`src/rtl/mio_bus_n_pkg.sv`:
```
// Shared definitions for the mio_bus_n memory-mapped I/O bus.
//  - state_e       : bus FSM states
//  - ERR_RDATA     : read data returned on an error response
//  - DEF_SLOT_BASE : default 4-slot base map {F,E,C,0} (slot i in field i)
//  - DEF_SLOT_WAIT : default 4-slot wait states {0,0,1,2}
//  - idx_w()       : slot-index width, never below one bit
package mio_bus_n_pkg;

  typedef enum logic [1:0] {
    StIdle,
    StAccess,
    StResp
  } state_e;

  localparam logic [63:0] ERR_RDATA     = 64'h0;
  localparam logic [15:0] DEF_SLOT_BASE = {4'hF, 4'hE, 4'hC, 4'h0};
  localparam logic [15:0] DEF_SLOT_WAIT = {4'd0, 4'd0, 4'd1, 4'd2};

  function automatic int unsigned idx_w(int unsigned n);
    return (n > 1) ? $clog2(n) : 1;
  endfunction

endpackage

```
`src/rtl/mio_bus_n_if.sv`:
```
// Bus bundle between the CPU data port, the I/O bus and the peripheral slots.
//  slave  : view taken by mio_bus_n (receives CPU requests, drives slots)
//  master : view taken by the environment (CPU + slot models)
// Signals: cpu_req/we/addr/wdata -> bus; cpu_rdata/ready/err <- bus;
//          slv_sel/we/addr/wdata <- bus; slv_rdata/ack -> bus.
interface mio_bus_n_if #(
  parameter int unsigned N_SLOT = 4,
  parameter int unsigned DW     = 32,
  parameter int unsigned AW     = 32
) ();
  logic                 cpu_req;
  logic                 cpu_we;
  logic [AW-1:0]        cpu_addr;
  logic [DW-1:0]        cpu_wdata;
  logic [DW-1:0]        cpu_rdata;
  logic                 cpu_ready;
  logic                 cpu_err;
  logic [N_SLOT-1:0]    slv_sel;
  logic                 slv_we;
  logic [AW-1:0]        slv_addr;
  logic [DW-1:0]        slv_wdata;
  logic [N_SLOT*DW-1:0] slv_rdata;
  logic [N_SLOT-1:0]    slv_ack;

  modport slave (
    input  cpu_req, cpu_we, cpu_addr, cpu_wdata,
    output cpu_rdata, cpu_ready, cpu_err,
    output slv_sel, slv_we, slv_addr, slv_wdata,
    input  slv_rdata, slv_ack
  );

  modport master (
    output cpu_req, cpu_we, cpu_addr, cpu_wdata,
    input  cpu_rdata, cpu_ready, cpu_err,
    input  slv_sel, slv_we, slv_addr, slv_wdata,
    output slv_rdata, slv_ack
  );
endinterface

```
`src/rtl/mio_bus_n_slot_decode.sv`:
```
// Combinational priority decoder: address select field -> {hit, slot index, one-hot}.
// Ports: field (addr[AW-1:SEL_LO]) in; hit, idx, onehot out. Lowest matching slot wins.
module mio_bus_n_slot_decode
  import mio_bus_n_pkg::*;
#(
  parameter int unsigned          N_SLOT    = 4,
  parameter int unsigned          FW        = 4,
  parameter int unsigned          IW        = idx_w(N_SLOT),
  parameter logic [N_SLOT*FW-1:0] SLOT_BASE = DEF_SLOT_BASE
) (
  input  logic [FW-1:0]     field,
  output logic              hit,
  output logic [IW-1:0]     idx,
  output logic [N_SLOT-1:0] onehot
);

  always_comb begin
    hit    = 1'b0;
    idx    = '0;
    onehot = '0;
    // Scan downward so the lowest matching slot is the last writer.
    for (int i = N_SLOT - 1; i >= 0; i--) begin
      if (field == SLOT_BASE[i*FW +: FW]) begin
        hit       = 1'b1;
        idx       = IW'(i);
        onehot    = '0;
        onehot[i] = 1'b1;
      end
    end
  end

endmodule

```
`src/rtl/mio_bus_n.sv`:
```
// Memory-mapped I/O bus: CPU data port -> N_SLOT peripheral slots.
// Decodes addr[AW-1:SEL_LO] to a slot, applies that slot's wait states, runs the
// select/ack handshake and returns registered read data with a ready/err pulse.
// Ports: clk, rst (async, active-high), bus (mio_bus_n_if.slave).
// Optional macro MIO_TIMEOUT_EN: abort an access with cpu_err after TIMEOUT cycles
// in ACCESS without a qualifying ack. Undefined: ACCESS waits indefinitely.
module mio_bus_n
  import mio_bus_n_pkg::*;
#(
  parameter int unsigned                      N_SLOT    = 4,
  parameter int unsigned                      DW        = 32,
  parameter int unsigned                      AW        = 32,
  parameter int unsigned                      SEL_LO    = 28,
  parameter logic [N_SLOT*(AW-SEL_LO)-1:0]    SLOT_BASE = DEF_SLOT_BASE,
  parameter int unsigned                      WAIT_W    = 4,
  parameter logic [N_SLOT*WAIT_W-1:0]         SLOT_WAIT = DEF_SLOT_WAIT,
  parameter int unsigned                      TIMEOUT   = 64
) (
  input logic         clk,
  input logic         rst,
  mio_bus_n_if.slave  bus
);

  localparam int unsigned FW = AW - SEL_LO;
  localparam int unsigned IW = idx_w(N_SLOT);

  if (N_SLOT < 1 || N_SLOT > 16 || TIMEOUT < 1) begin : g_param_check
    $error("mio_bus_n: N_SLOT must be 1..16 and TIMEOUT at least 1");
  end

  logic              dec_hit;
  logic [IW-1:0]     dec_idx;
  logic [N_SLOT-1:0] dec_onehot;

  mio_bus_n_slot_decode #(
    .N_SLOT    (N_SLOT),
    .FW        (FW),
    .IW        (IW),
    .SLOT_BASE (SLOT_BASE)
  ) u_decode (
    .field  (bus.cpu_addr[AW-1:SEL_LO]),
    .hit    (dec_hit),
    .idx    (dec_idx),
    .onehot (dec_onehot)
  );

  state_e            state_q;
  logic [IW-1:0]     slot_q;
  logic [WAIT_W-1:0] wait_q;
  logic [DW-1:0]     rdata_q;
  logic              ready_q;
  logic              err_q;
  logic [N_SLOT-1:0] sel_q;
  logic              we_q;
  logic [AW-1:0]     addr_q;
  logic [DW-1:0]     wdata_q;

`ifdef MIO_TIMEOUT_EN
  localparam int unsigned TW = $clog2(TIMEOUT + 1);
  logic [TW-1:0] tmo_q;
`endif

  // Only the latched slot's ack counts, and only once its wait states have elapsed.
  logic          ack_ok;
  logic [DW-1:0] rdata_sel;
  assign ack_ok    = (wait_q == '0) && bus.slv_ack[slot_q];
  assign rdata_sel = bus.slv_rdata[slot_q*DW +: DW];

  always_ff @(posedge clk or posedge rst) begin
    if (rst) begin
      state_q <= StIdle;
      slot_q  <= '0;
      wait_q  <= '0;
      rdata_q <= '0;
      ready_q <= 1'b0;
      err_q   <= 1'b0;
      sel_q   <= '0;
      we_q    <= 1'b0;
      addr_q  <= '0;
      wdata_q <= '0;
`ifdef MIO_TIMEOUT_EN
      tmo_q   <= '0;
`endif
    end else begin
      ready_q <= 1'b0;
      err_q   <= 1'b0;
      unique case (state_q)
        StIdle: begin
          if (bus.cpu_req) begin
            addr_q  <= bus.cpu_addr;
            wdata_q <= bus.cpu_wdata;
            slot_q  <= dec_idx;
            if (dec_hit) begin
              state_q <= StAccess;
              sel_q   <= dec_onehot;
              we_q    <= bus.cpu_we;
              wait_q  <= SLOT_WAIT[dec_idx*WAIT_W +: WAIT_W];
`ifdef MIO_TIMEOUT_EN
              tmo_q   <= '0;
`endif
            end else begin
              // Decode miss: answer straight away, never touch a slot.
              state_q <= StResp;
              ready_q <= 1'b1;
              err_q   <= 1'b1;
              rdata_q <= ERR_RDATA[DW-1:0];
            end
          end
        end
        StAccess: begin
          if (wait_q != '0) begin
            wait_q <= wait_q - 1'b1;
          end
          if (ack_ok) begin
            state_q <= StResp;
            ready_q <= 1'b1;
            rdata_q <= we_q ? '0 : rdata_sel;
            sel_q   <= '0;
            we_q    <= 1'b0;
`ifdef MIO_TIMEOUT_EN
          end else if (tmo_q == TW'(TIMEOUT - 1)) begin
            state_q <= StResp;
            ready_q <= 1'b1;
            err_q   <= 1'b1;
            rdata_q <= ERR_RDATA[DW-1:0];
            sel_q   <= '0;
            we_q    <= 1'b0;
          end else begin
            tmo_q <= tmo_q + 1'b1;
`endif
          end
        end
        StResp: begin
          state_q <= StIdle;
        end
        default: begin
          state_q <= StIdle;
        end
      endcase
    end
  end

  assign bus.cpu_rdata = rdata_q;
  assign bus.cpu_ready = ready_q;
  assign bus.cpu_err   = err_q;
  assign bus.slv_sel   = sel_q;
  assign bus.slv_we    = we_q;
  assign bus.slv_addr  = addr_q;
  assign bus.slv_wdata = wdata_q;

endmodule
```
`src/flat_wrapper.sv`:
```
// flat-port wrapper written by rule: the top's interface ports become plain ports
module mio_bus_n_flat import mio_bus_n_pkg::*;
#(
  parameter int unsigned                      N_SLOT    = 4,
  parameter int unsigned                      DW        = 32,
  parameter int unsigned                      AW        = 32,
  parameter int unsigned                      SEL_LO    = 28,
  parameter logic [N_SLOT*(AW-SEL_LO)-1:0]    SLOT_BASE = DEF_SLOT_BASE,
  parameter int unsigned                      WAIT_W    = 4,
  parameter logic [N_SLOT*WAIT_W-1:0]         SLOT_WAIT = DEF_SLOT_WAIT,
  parameter int unsigned                      TIMEOUT   = 64
)
  (clk, rst, bus_cpu_req, bus_cpu_we, bus_cpu_addr, bus_cpu_wdata, bus_cpu_rdata, bus_cpu_ready, bus_cpu_err, bus_slv_sel, bus_slv_we, bus_slv_addr, bus_slv_wdata, bus_slv_rdata, bus_slv_ack);
  mio_bus_n_if #(.N_SLOT(N_SLOT), .DW(DW), .AW(AW)) bus_i ();
  input logic clk;
  input logic rst;
  input wire logic [$bits(bus_i.cpu_req)-1:0] bus_cpu_req;
  input wire logic [$bits(bus_i.cpu_we)-1:0] bus_cpu_we;
  input wire logic [$bits(bus_i.cpu_addr)-1:0] bus_cpu_addr;
  input wire logic [$bits(bus_i.cpu_wdata)-1:0] bus_cpu_wdata;
  output wire logic [$bits(bus_i.cpu_rdata)-1:0] bus_cpu_rdata;
  output wire logic [$bits(bus_i.cpu_ready)-1:0] bus_cpu_ready;
  output wire logic [$bits(bus_i.cpu_err)-1:0] bus_cpu_err;
  output wire logic [$bits(bus_i.slv_sel)-1:0] bus_slv_sel;
  output wire logic [$bits(bus_i.slv_we)-1:0] bus_slv_we;
  output wire logic [$bits(bus_i.slv_addr)-1:0] bus_slv_addr;
  output wire logic [$bits(bus_i.slv_wdata)-1:0] bus_slv_wdata;
  input wire logic [$bits(bus_i.slv_rdata)-1:0] bus_slv_rdata;
  input wire logic [$bits(bus_i.slv_ack)-1:0] bus_slv_ack;
  assign bus_i.cpu_req = bus_cpu_req;
  assign bus_i.cpu_we = bus_cpu_we;
  assign bus_i.cpu_addr = bus_cpu_addr;
  assign bus_i.cpu_wdata = bus_cpu_wdata;
  assign bus_cpu_rdata = bus_i.cpu_rdata;
  assign bus_cpu_ready = bus_i.cpu_ready;
  assign bus_cpu_err = bus_i.cpu_err;
  assign bus_slv_sel = bus_i.slv_sel;
  assign bus_slv_we = bus_i.slv_we;
  assign bus_slv_addr = bus_i.slv_addr;
  assign bus_slv_wdata = bus_i.slv_wdata;
  assign bus_i.slv_rdata = bus_slv_rdata;
  assign bus_i.slv_ack = bus_slv_ack;
  mio_bus_n #(.N_SLOT(N_SLOT), .DW(DW), .AW(AW), .SEL_LO(SEL_LO), .SLOT_BASE(SLOT_BASE), .WAIT_W(WAIT_W), .SLOT_WAIT(SLOT_WAIT), .TIMEOUT(TIMEOUT)) u_core (.clk(clk), .rst(rst), .bus(bus_i));
endmodule
```
`config.mk`:
```
export PLATFORM = sky130hd
export DESIGN_NAME = mio_bus_n_flat
export DESIGN_NICKNAME = d
export VERILOG_FILES = /design/src/rtl/mio_bus_n_pkg.sv /design/src/rtl/mio_bus_n_if.sv /design/src/rtl/mio_bus_n_slot_decode.sv /design/src/rtl/mio_bus_n.sv /design/src/flat_wrapper.sv
export SDC_FILE = /design/constraint.sdc
export NUM_CORES = 1
export LEC_CHECK = 0
export CAP_MARGIN = 20
export CORE_MARGIN = 2
export CORE_UTILIZATION = 30
export CTS_BUF_LIST = sky130_fd_sc_hd__clkbuf_8
export DETAILED_ROUTE_END_ITERATION = 8
export PLACE_DENSITY = 0.65
export SKIP_CTS_REPAIR_TIMING = 1
export SLEW_MARGIN = 20
export SYNTH_ARGS = -nofsm -noshare
export SYNTH_HDL_FRONTEND = slang
export SYNTH_HIERARCHICAL = 1
export SYNTH_SLANG_ARGS = --single-unit
```
`constraint.sdc`:
```
create_clock -name clk -period 10.4 [get_ports clk]
set_input_delay 1.56 -clock clk [delete_from_list [all_inputs] [get_ports clk]]
set_output_delay 1.56 -clock clk [all_outputs]
set_load 0.05 [all_outputs]
```
==> run_summary.xml <==
<?xml version="1.0" encoding="UTF-8"?>
<metrics>
  <group name="status">
    <metric name="status" unit="">complete, no violations</metric>
  </group>
  <group name="logic_synthesis">
    <metric name="ys_top_cells_by_count" unit="">111 x sky130_fd_sc_hd__dfrtp_1, 66 x sky130_fd_sc_hd__mux2_2, 45 x sky130_fd_sc_hd__nand2_1</metric>
    <metric name="synth-main-ff-cell" unit="">sky130_fd_sc_hd__dfrtp_1</metric>
    <metric name="synth.most_common_cell" unit="">sky130_fd_sc_hd__dfrtp_1</metric>
    <metric name="synthDistinctLibCells" unit="">37</metric>
    <metric name="syn_area_per_cell" unit="µm²">13.6</metric>
    <metric name="netlist_instances" unit="">400</metric>
    <metric name="postSynth.asyncResetShare" unit="%">100</metric>
    <metric name="postSynthNetCount" unit="">602</metric>
    <metric name="synth_enable_flop_cells" unit="">0</metric>
    <metric name="synth-seq-area-share" unit="%">51.2</metric>
    <metric name="largest_cells_by_area_after_synthesis" unit="">sky130_fd_sc_hd__dfrtp_1 51%, sky130_fd_sc_hd__mux2_2 14%, sky130_fd_sc_hd__mux4_2 14%, sky130_fd_sc_hd__nand2_1 3.1%, sky130_fd_sc_hd__nand3_2 3.0%</metric>
    <metric name="ys_seq_elements" unit="">111</metric>
    <metric name="yosysWarnings" unit="">6</metric>
    <metric name="synth_top_area_share" unit="%">51.2</metric>
    <metric name="mappedNetlistArea" unit="µm²">5430</metric>
    <metric name="synthDominantAreaCellType" unit="">sky130_fd_sc_hd__dfrtp_1</metric>
  </group>
  <group name="finish">
    <metric name="final_core_util" unit="%">49.2</metric>
    <metric name="drive_above_1_share" unit="%">23.1</metric>
    <metric name="finish.net_count" unit="">889</metric>
    <metric name="design_area" unit="µm²">8780</metric>
    <metric name="area_grow_syn2layout" unit="%">61.8</metric>
  </group>
  <group name="worst_setup_path">
    <metric name="crit_type" unit="">input pin to register</metric>
    <metric name="crit_path_end_kind" unit="">register</metric>
    <metric name="worstPathMaxFanout" unit="">35</metric>
    <metric name="timing.critical_path.from_type" unit="">input pin</metric>
    <metric name="worstPathRequired" unit="ps">10700</metric>
    <metric name="timing.critical_path.arrival" unit="ps">3610</metric>
  </group>
  <group name="sta">
    <metric name="hold_ws" unit="ps">512</metric>
    <metric name="final_period_minus_worst_setup_slack" unit="ps">3300</metric>
    <metric name="timing.clock.skew" unit="ps">16.0</metric>
    <metric name="unrepaired_setup_endpoints_after_global_routing" unit="">false</metric>
    <metric name="final-max-slew-violation-count" unit="">0</metric>
    <metric name="report.final.hold_viol_count" unit="">0</metric>
    <metric name="tightestPinTransition" unit="ps">983</metric>
    <metric name="finalCritPeriodShare" unit="%">31.8</metric>
    <metric name="slew_headroom" unit="%">34.1</metric>
    <metric name="final.setup.worst_slack" unit="ps">7100</metric>
    <metric name="setup_viol" unit="">0</metric>
    <metric name="max_freq" unit="MHz">303</metric>
    <metric name="fin_tns_setup" unit="ps">0</metric>
  </group>
  <group name="power">
    <metric name="power.share.combinational" unit="%">60.1</metric>
    <metric name="p_per_area" unit="nW/µm²">275</metric>
    <metric name="ir_drop" unit="V">0.000189</metric>
    <metric name="intPower" unit="mW">1.28</metric>
    <metric name="switching_share" unit="%">46.9</metric>
    <metric name="power.leakage" unit="nW">3.45</metric>
    <metric name="netSwitchingPower" unit="mW">1.13</metric>
    <metric name="clock_power_share" unit="%">10.9</metric>
    <metric name="power.sequential.fraction" unit="%">29.0</metric>
  </group>
  <group name="die">
    <metric name="floorplan.die_area" unit="µm²">19200</metric>
    <metric name="placeableCoreArea" unit="µm²">17800</metric>
    <metric name="initial_utilization" unit="%">30.4</metric>
    <metric name="rows" unit="">49</metric>
    <metric name="floorplan.die.height" unit="µm">139</metric>
    <metric name="design.portCount" unit="">303</metric>
    <metric name="die_x" unit="µm">139</metric>
  </group>
  <group name="drt">
    <metric name="drtPass1Iterations" unit="">4</metric>
    <metric name="routed_wire_length_per_instance" unit="µm">17.5</metric>
    <metric name="initialDrtViolationCount" unit="">102</metric>
    <metric name="remaining_drc_errors" unit="">0</metric>
    <metric name="finalWirelength" unit="µm">16100</metric>
    <metric name="route.vias.total" unit="">4232</metric>
    <metric name="detail_route.vias_per_cell" unit="">4.59</metric>
    <metric name="postRouteAntennaNets" unit="">0</metric>
  </group>
  <group name="grt">
    <metric name="globalRoute.totalOverflow" unit="">0</metric>
    <metric name="antenna_found_initial" unit="">2</metric>
    <metric name="via_count_of_the_first_global_routing_pass" unit="">4567</metric>
    <metric name="grt_first_pass_wirelength" unit="µm">25400</metric>
    <metric name="largest_net_degree_at_the_start_of_global_routing" unit="">67</metric>
    <metric name="groute.usage.overall" unit="%">16.8</metric>
  </group>
  <group name="clock_tree">
    <metric name="cts_made_buffers" unit="">9</metric>
    <metric name="cts_max_path_buffers" unit="">2</metric>
    <metric name="clock_sinks" unit="">111</metric>
    <metric name="clock_insertion_delay_worst_skew" unit="ps">370</metric>
    <metric name="tritoncts" unit="">built</metric>
    <metric name="cts_clk_pin_slew_worst_paths" unit="ps">110</metric>
    <metric name="htree_num_levels" unit="">3</metric>
    <metric name="cts.root.buffer_cell" unit="">sky130_fd_sc_hd__clkbuf_8</metric>
  </group>
  <group name="placed_design">
    <metric name="placement.setup.worst_slack" unit="ps">6680</metric>
    <metric name="place_area" unit="µm²">8580</metric>
    <metric name="portBuffers" unit="">302</metric>
    <metric name="hpwl" unit="µm">12400</metric>
    <metric name="place_congestion" unit="">0.817</metric>
  </group>
  <group name="min_path">
    <metric name="min_path_type" unit="">register to register</metric>
  </group>
  <group name="flow_run">
    <metric name="drv_cap" unit="">0</metric>
  </group>
</metrics>
[worst paths after layout]
| path | start | to | slack, ps | cells past startpoint |
|---|---|---|---|---|
| worst min-delay path | u_core/bus.cpu_rdata[24] | u_core/bus.cpu_rdata[24] | 510 | 2 |
| worst max-delay path | bus_cpu_addr[31] | u_core/bus.cpu_rdata[15] | 7100 | 6 |
| min in group asynchronous | rst | u_core/bus.slv_wdata[23] | 1610 | 2 |
| worst min register to register | u_core/bus.cpu_rdata[24] | u_core/bus.cpu_rdata[24] | 510 | 2 |
| max in group asynchronous | rst | u_core/slot_q[0] | 7490 | 3 |
| worst max register to register | u_core/slot_q[1] | u_core/bus.cpu_rdata[19] | 8070 | 5 |
[power groups by stage]
stage          Sequential (mW)  Combinational [mW]  Clock (mW)
2_1_floorplan             1.24               0.443           0
4_1_cts                  0.702                1.47       0.277
3_5_place_dp             0.709                1.47           0
3_3_place_gp             0.700                1.45           0
5_1_grt                  0.725                1.52       0.294
6_report                 0.700                1.45       0.263
[critical path, stage by stage]
cell,delay [ps]
sky130_fd_sc_hd__clkdlybuf4s50_1,470
sky130_fd_sc_hd__nor4_2,340
sky130_fd_sc_hd__o21bai_1,180
sky130_fd_sc_hd__nand2b_2,750
sky130_fd_sc_hd__nand3_1,180
sky130_fd_sc_hd__o21ai_1,120
[per-stage QoR]
stage               std cells  power [mW]
global route              922        2.54
CTS                       921        2.45
global placement          905        2.15
floorplan                 400        1.69
detailed placement        905        2.18
finish                    922        2.41
[placed cells by master, fill, tap and decap left out, types with 2 or more instances in the layout]
| cell | instances |
|---|---|
| sky130_fd_sc_hd__a21oi_1 | 3 |
| sky130_fd_sc_hd__nor2b_1 | 3 |
| sky130_fd_sc_hd__buf_4 | 5 |
| sky130_fd_sc_hd__nand3_2 | 16 |
| sky130_fd_sc_hd__inv_1 | 8 |
| sky130_fd_sc_hd__nor2_1 | 4 |
| sky130_fd_sc_hd__mux4_2 | 33 |
| sky130_fd_sc_hd__clkbuf_8 | 9 |
| sky130_fd_sc_hd__dfrtp_1 | 110 |
| sky130_fd_sc_hd__o21ai_2 | 16 |
| sky130_fd_sc_hd__o21ai_0 | 9 |
| sky130_fd_sc_hd__clkinvlp_4 | 3 |
| sky130_fd_sc_hd__mux2_2 | 66 |
| sky130_fd_sc_hd__mux2i_1 | 2 |
| sky130_fd_sc_hd__clkinv_2 | 2 |
| sky130_fd_sc_hd__o21ai_1 | 14 |
| sky130_fd_sc_hd__nor3_1 | 2 |
| sky130_fd_sc_hd__nand3_1 | 17 |
| sky130_fd_sc_hd__ha_1 | 2 |
| sky130_fd_sc_hd__o21bai_1 | 2 |
| sky130_fd_sc_hd__clkdlybuf4s50_1 | 302 |
| sky130_fd_sc_hd__nand2_1 | 45 |
[cells by family after synthesis]
kind of cell / count (synthesis) / share of synthesized area, %
and+or+nand+nor: 98 / 10.3
adders and majority gates: 2 / 0.461
buffers and inverters: 41 / 4.61
DFF: 111 / 51.2
AOI/OAI and AO/OA: 47 / 5.69
muxes: 101 / 27.8
[final cells by class]
type	count	area, µm²
clock buffer	9	124
sequential	111	2780
antenna	1	2.50
clock inverter	7	71.3
inverter	10	40.0
multi-input combinational	248	2420
tap	229	287
fill	1571	9060
timing repair buffer	307	3060
[sequential cells by signal, summed over array words and instances, names as in the netlist]
signal	count
u_core/bus.cpu_err	1
u_core/bus.cpu_rdata	32
u_core/bus.cpu_ready	1
u_core/bus.slv_addr	32
u_core/bus.slv_sel	4
u_core/bus.slv_wdata	32
u_core/bus.slv_we	1
u_core/slot_q	2
u_core/state_q	2
u_core/wait_q	4
[metal layers]
| metal | GRT usage [%] | share of wire [%] | vias up |
|---|---|---|---|
| met5 | 0 | 0.081 | - |
| met4 | 5.42 | 1.8 | 2 |
| met3 | 4.26 | 7.6 | 22 |
| met2 | 29.0 | 50 | 194 |
| met1 | 20.5 | 41 | 1991 |
| li1 | - | - | 2023 |
Note: power is estimated with default switching activity, not from simulation.
